## config.mk

```make
export PLATFORM = sky130hd
export DESIGN_NAME = id_ex_imm_stage
export DESIGN_NICKNAME = d
export VERILOG_FILES = /design/src/rtl/id_ex_imm_stage.sv
export SDC_FILE = /design/constraint.sdc
export NUM_CORES = 1
export LEC_CHECK = 0
export ABC_AREA = 1
export CORE_ASPECT_RATIO = 0.5
export CORE_UTILIZATION = 43
export DETAILED_ROUTE_END_ITERATION = 8
export PLACE_DENSITY = 0.81
export RECOVER_POWER = 25
export SYNTH_ARGS = -nofsm -noshare
export SYNTH_HDL_FRONTEND = slang
export SYNTH_SLANG_ARGS = --single-unit
```

## constraint.sdc

```tcl
create_clock -name clk -period 5.17 [get_ports clk]
set_input_delay 0.7755 -clock clk [delete_from_list [all_inputs] [get_ports clk]]
set_output_delay 0.7755 -clock clk [all_outputs]
set_load 0.05 [all_outputs]
```

## src/rtl/id_ex_imm_stage.sv

```systemverilog
// rtl/id_ex_imm_stage.sv - ID->EX immediate-path stage with 2-entry skid buffer
module id_ex_imm_stage #(
    parameter int CNT_W = 16
) (
    input  logic             clk,
    input  logic             rst_n,
    input  logic             in_valid,
    output logic             in_ready,
    input  logic [31:0]      in_pc_plus4,
    input  logic [31:0]      in_instr,
    input  logic [2:0]       in_imm_sel,
    input  logic [31:0]      in_sext16,
    input  logic [31:0]      in_zext16,
    input  logic [31:0]      in_sext18,
    input  logic [31:0]      in_sext8,
    input  logic [31:0]      in_zext8,
    input  logic [31:0]      in_zext5,
    input  logic             flush,
    output logic             out_valid,
    input  logic             out_ready,
    output logic [31:0]      out_imm,
    output logic [31:0]      out_br_target,
    output logic [31:0]      out_pc_plus4,
    output logic [31:0]      out_instr,
    output logic             out_bad_sel,
    output logic [CNT_W-1:0] stall_cnt
);

    // Occupancy encoded as {out_valid, skid_valid}; 01 is unreachable.
    typedef enum logic [1:0] {
        EMPTY = 2'b00,
        ONE   = 2'b10,
        TWO   = 2'b11
    } state_t;

    state_t state;

    logic [31:0] sel_imm;
    logic        sel_bad;
    logic [31:0] sel_br;
    logic        acc;

    logic [31:0] skid_imm;
    logic [31:0] skid_br;
    logic [31:0] skid_pc_plus4;
    logic [31:0] skid_instr;
    logic        skid_bad;

    assign out_valid = state[1];
    assign in_ready  = ~state[0];
    assign acc       = in_valid & in_ready;

    // Immediate select and branch target are resolved before capture so the
    // skid slot only ever holds finished values.
    always_comb begin
        sel_imm = 32'd0;
        sel_bad = 1'b0;
        case (in_imm_sel)
            3'd0:    sel_imm = in_sext16;
            3'd1:    sel_imm = in_zext16;
            3'd2:    sel_imm = in_sext18;
            3'd3:    sel_imm = in_sext8;
            3'd4:    sel_imm = in_zext8;
            3'd5:    sel_imm = in_zext5;
            default: sel_bad = 1'b1;
        endcase
        sel_br = in_pc_plus4 + in_sext18;
    end

    // Occupancy and payload movement; flush empties both slots and drops any
    // same-cycle accept. Out data is only rewritten when out is free or consumed.
    always_ff @(posedge clk or negedge rst_n) begin
        if (!rst_n) begin
            state         <= EMPTY;
            out_imm       <= 32'd0;
            out_br_target <= 32'd0;
            out_pc_plus4  <= 32'd0;
            out_instr     <= 32'd0;
            out_bad_sel   <= 1'b0;
            skid_imm      <= 32'd0;
            skid_br       <= 32'd0;
            skid_pc_plus4 <= 32'd0;
            skid_instr    <= 32'd0;
            skid_bad      <= 1'b0;
        end else if (flush) begin
            state <= EMPTY;
        end else begin
            case (state)
                EMPTY: begin
                    if (acc) begin
                        state         <= ONE;
                        out_imm       <= sel_imm;
                        out_br_target <= sel_br;
                        out_pc_plus4  <= in_pc_plus4;
                        out_instr     <= in_instr;
                        out_bad_sel   <= sel_bad;
                    end
                end
                ONE: begin
                    if (acc && out_ready) begin
                        out_imm       <= sel_imm;
                        out_br_target <= sel_br;
                        out_pc_plus4  <= in_pc_plus4;
                        out_instr     <= in_instr;
                        out_bad_sel   <= sel_bad;
                    end else if (acc) begin
                        state         <= TWO;
                        skid_imm      <= sel_imm;
                        skid_br       <= sel_br;
                        skid_pc_plus4 <= in_pc_plus4;
                        skid_instr    <= in_instr;
                        skid_bad      <= sel_bad;
                    end else if (out_ready) begin
                        state <= EMPTY;
                    end
                end
                TWO: begin
                    if (out_ready) begin
                        state         <= ONE;
                        out_imm       <= skid_imm;
                        out_br_target <= skid_br;
                        out_pc_plus4  <= skid_pc_plus4;
                        out_instr     <= skid_instr;
                        out_bad_sel   <= skid_bad;
                    end
                end
                default: state <= EMPTY;
            endcase
        end
    end

    // Saturating count of cycles EX held a valid entry back; flush does not touch it.
    always_ff @(posedge clk or negedge rst_n) begin
        if (!rst_n) begin
            stall_cnt <= '0;
        end else if (out_valid && !out_ready && (stall_cnt != {CNT_W{1'b1}})) begin
            stall_cnt <= stall_cnt + 1'b1;
        end
    end

endmodule
```

==> impl_metrics.xml <==
<?xml version="1.0" encoding="UTF-8"?>
<metrics>
  <group name="outcome">
    <metric name="outcome" unit="">finished with violations</metric>
    <metric name="violations" unit="">max-capacitance violations, max-slew violations</metric>
  </group>
  <group name="die">
    <metric name="die_outline_area" unit="sq mm">0.0364</metric>
    <metric name="initial_core_util" unit="%">44.0</metric>
    <metric name="chipHeight" unit="um">135</metric>
    <metric name="placeableCoreArea" unit="sq mm">0.0348</metric>
    <metric name="die_w" unit="um">269</metric>
    <metric name="design.portCount" unit="">411</metric>
    <metric name="fp-row-count" unit="">48</metric>
  </group>
  <group name="job">
    <metric name="cap_violations" unit="">1</metric>
  </group>
  <group name="detailed_routing">
    <metric name="drtAntennaViolNets" unit="">0</metric>
    <metric name="route.final.wire_length" unit="mm">54.3</metric>
    <metric name="routed_via_density" unit="">5.20</metric>
    <metric name="dr.pass1.iters" unit="">5</metric>
    <metric name="post_drt_wl_per_cell" unit="um">18.1</metric>
    <metric name="detailedRoute.firstIterationViolations" unit="">1478</metric>
    <metric name="detailroute.via_count" unit="">15600</metric>
    <metric name="drt_drc_violations_left" unit="">0</metric>
  </group>
  <group name="critical_path">
    <metric name="crit_path_slowest_cell" unit="">sky130_fd_sc_hd__clkinv_2</metric>
    <metric name="arrival" unit="ns">3.71</metric>
    <metric name="timing.setup.critical_path_class" unit="">flip-flop to flip-flop</metric>
    <metric name="crit_path_start_kind" unit="">flip-flop</metric>
    <metric name="worstPathRequired" unit="ns">5.58</metric>
    <metric name="cpPeakStageDelay" unit="ns">0.66</metric>
    <metric name="worstPathMaxFanout" unit="">70</metric>
    <metric name="timing.critical_path.to_type" unit="">flip-flop</metric>
    <metric name="crit_path_cell_trace" unit="">inv_1 -&gt; ha_1 -&gt; inv_1 -&gt; nor2_1 -&gt; inv_2 -&gt; nor3_4 -&gt; buf_4 -&gt; clkinv_2 -&gt; buf_4 -&gt; nand2_1 -&gt; o21ai_0</metric>
  </group>
  <group name="finish">
    <metric name="layout-area-overhead-vs-synth" unit="%">34.3</metric>
    <metric name="num-nets-final" unit="">2800</metric>
    <metric name="post_route_cells_drive_above_1_share" unit="%">2.86</metric>
    <metric name="layout.core_utilization" unit="%">59.2</metric>
  </group>
  <group name="yosys">
    <metric name="syn-cell-area" unit="sq mm">0.0153</metric>
    <metric name="postSynthNetCount" unit="">2456</metric>
    <metric name="cell_with_the_most_instances_after_synthesis" unit="">sky130_fd_sc_hd__nand2_1</metric>
    <metric name="post_synth_inst_count" unit="">2155</metric>
    <metric name="yosys_warning_total" unit="">0</metric>
    <metric name="synth.top_cells.by_count" unit="">sky130_fd_sc_hd__nand2_1, sky130_fd_sc_hd__dfrtp_1, sky130_fd_sc_hd__inv_1</metric>
    <metric name="ys_async_sr_fraction" unit="%">100</metric>
    <metric name="synth_edf_count" unit="">0</metric>
    <metric name="syn_area_per_cell" unit="sq um">7.11</metric>
    <metric name="netlist.area_leader.share" unit="%">45.1</metric>
    <metric name="most_used_dff_post_synth" unit="">sky130_fd_sc_hd__dfrtp_1</metric>
    <metric name="synth.ff_latch_count" unit="">276</metric>
    <metric name="synth.area.top_cells" unit="">sky130_fd_sc_hd__dfrtp_1, sky130_fd_sc_hd__nand2_1, sky130_fd_sc_hd__inv_1, sky130_fd_sc_hd__nor2_1, sky130_fd_sc_hd__a21oi_1</metric>
    <metric name="synth_sequential_area_ratio" unit="%">45.1</metric>
    <metric name="synth_top_area_cell" unit="">sky130_fd_sc_hd__dfrtp_1</metric>
    <metric name="synthDistinctLibCells" unit="">30</metric>
  </group>
  <group name="timing">
    <metric name="final.setup_skew" unit="ns">0.00875</metric>
    <metric name="final-hold-violation-count" unit="">0</metric>
    <metric name="final-max-slew-violation-count" unit="">113</metric>
    <metric name="setup_total_negative_slack" unit="ns">0</metric>
    <metric name="maxSlewHeadroom" unit="%">-92.0</metric>
    <metric name="finalWorstPathRequiredPeriod" unit="ns">3.30</metric>
    <metric name="unrepaired_setup_endpoints_after_global_routing" unit="">no</metric>
    <metric name="fmaxAchievable" unit="MHz">303</metric>
    <metric name="fin_ws" unit="ns">1.87</metric>
    <metric name="finalCritPeriodShare" unit="%">63.9</metric>
    <metric name="setup_viol" unit="">0</metric>
    <metric name="worst_margin_pin_slew" unit="ns">2.88</metric>
  </group>
  <group name="global_route">
    <metric name="first_pass_grt_wire_length" unit="mm">82.3</metric>
    <metric name="first_global_vias" unit="">14600</metric>
    <metric name="grt_max_degree" unit="">120</metric>
    <metric name="global_route.overflow_total" unit="">0</metric>
    <metric name="grt_antenna_before_repair" unit="">2</metric>
    <metric name="grtUsageTotal" unit="%">29.4</metric>
  </group>
  <group name="cts">
    <metric name="cts.reportedPaths.clkPinSlew" unit="ns">0.07</metric>
    <metric name="cts.root.buffer_cell" unit="">sky130_fd_sc_hd__clkbuf_16</metric>
    <metric name="cts_tree" unit="">done</metric>
    <metric name="tritoncts_num_sinks" unit="">276</metric>
    <metric name="cts_inserted_buffers" unit="">26</metric>
    <metric name="post_cts_resize_count" unit="">0</metric>
    <metric name="postCtsHoldBufs" unit="">0</metric>
    <metric name="h_tree_levels" unit="">1</metric>
    <metric name="clk_latency" unit="ns">0.56</metric>
    <metric name="post_cts.repair.setup_buffers" unit="">0</metric>
    <metric name="largest_buffer_count_on_any_clock_path" unit="">3</metric>
  </group>
  <group name="power_and_ir_drop">
    <metric name="vdd.ir_drop.worst" unit="V">0.000284</metric>
    <metric name="power.density" unit="mW/mm^2">532</metric>
    <metric name="leakagePower" unit="uW">0.0101</metric>
  </group>
  <group name="placed_design">
    <metric name="port_buffers" unit="">410</metric>
    <metric name="gpl.final_weighted_congestion" unit="">1.01</metric>
    <metric name="dp_hpwl" unit="mm">40.3</metric>
    <metric name="worst_setup_timing_slack_at_the_placement_stage" unit="ns">1.42</metric>
  </group>
  <group name="hold_path">
    <metric name="min_path_type" unit="">flip-flop to flip-flop</metric>
  </group>
</metrics>
[final timing paths]
| kind | startpoint | end | slack [ns] | depth (start not counted) |
|---|---|---|---|---|
| worst min-delay path | skid_instr[28] | skid_instr[28] | 0.47 | 2 |
| worst max-delay path | state[0] | skid_imm[27] | 1.87 | 11 |
| max in group asynchronous | rst_n | skid_instr[29] | 2.23 | 2 |
| min in group asynchronous | rst_n | out_br_target[21] | 1.05 | 1 |
| worst min register to register | skid_instr[28] | skid_instr[28] | 0.47 | 2 |
| worst max register to register | state[0] | skid_imm[27] | 1.87 | 11 |
[where the power goes]
group / switching [uW] / internal [uW]
Sequential: 567 / 3140
Clock: 886 / 1240
Combinational: 3440 / 1680
Total: 4890 / 6050
[flip-flops by register name, summed over array words and instances, names as in the netlist]
register and count:
skid_br 32, skid_imm 32, stall_cnt 16, skid_bad 1, out_pc_plus4 32, skid_pc_plus4 32
out_imm 32, skid_instr 32, out_br_target 32, out_bad_sel 1, state 2, out_instr 32
[routing by layer]
layer / up-vias / routed length, um / global-route usage, %
met5: - / 0 / 0
met4: 0 / 2620 / 12.7
met3: 137 / 3290 / 4.09
met2: 577 / 25600 / 47.8
met1: 7336 / 22800 / 39.3
li1: 7524 / - / -
[logic make-up after synthesis]
group / count (synthesis) / synth area share, %
compound gates: 305 / 11.2
xor+xnor: 31 / 1.77
fa+ha+maj: 37 / 3.07
buf+inv: 311 / 8.27
flops: 276 / 45.1
simple gates: 1195 / 30.6
[layout make-up]
type,instances,area [sq um]
antenna,2,5.00
clock buffer,34,721
clock inverter,13,209
fill,3094,14200
inverter,205,774
multi-input combinational,1568,7170
sequential,276,6910
tap,475,594
timing repair buffer,422,4200
[critical path, delay by kind of cell (launching register included)]
family                     cells  cell delay [ns]
buffers and inverters          6             2.02
DFF                            1             0.44
and+or+nand+nor                3             0.34
adders and majority gates      1             0.19
AOI/OAI and AO/OA              1             0.10
[metrics by stage]
step                      cells  hold WS [ns]  area [sq um]  power (uW)
final                      2995         0.471         20600       10900
after global routing       2995         0.491         20600       11500
after CTS                  2993         0.281         20600       11000
after detailed placement   2946         0.458         19700        8800
after global placement     2946         0.453         19700        8700
after floorplan            2155         0.442         15300        6870
[placed cells by master, fill, tap and decap left out, types with 3 or more instances in the layout]
cell	netlist	layout
sky130_fd_sc_hd__nand4_1	25	25
sky130_fd_sc_hd__clkinvlp_4	0	3
sky130_fd_sc_hd__clkbuf_8	0	4
sky130_fd_sc_hd__inv_1	197	195
sky130_fd_sc_hd__clkbuf_16	0	26
sky130_fd_sc_hd__clkdlybuf4s50_1	0	408
sky130_fd_sc_hd__ha_1	36	35
sky130_fd_sc_hd__o21ai_0	72	72
sky130_fd_sc_hd__o2111ai_1	10	10
sky130_fd_sc_hd__clkinv_2	0	6
sky130_fd_sc_hd__nand2_1	911	910
sky130_fd_sc_hd__o21a_1	5	5
sky130_fd_sc_hd__bufinv_16	0	5
sky130_fd_sc_hd__a31oi_1	71	71
sky130_fd_sc_hd__a21o_1	3	3
sky130_fd_sc_hd__clkbuf_1	44	4
sky130_fd_sc_hd__nor2_1	162	161
sky130_fd_sc_hd__xor2_1	17	17
sky130_fd_sc_hd__a21oi_1	114	114
sky130_fd_sc_hd__nand3_1	80	80
sky130_fd_sc_hd__o21ai_1	16	16
sky130_fd_sc_hd__a22o_1	4	4
sky130_fd_sc_hd__buf_4	9	11
sky130_fd_sc_hd__inv_2	8	7
sky130_fd_sc_hd__a22oi_1	9	9
sky130_fd_sc_hd__nor3_1	10	10
sky130_fd_sc_hd__xnor2_1	14	14
sky130_fd_sc_hd__dfrtp_1	276	276
No activity file was read; power rests on OpenSTA's default activity.
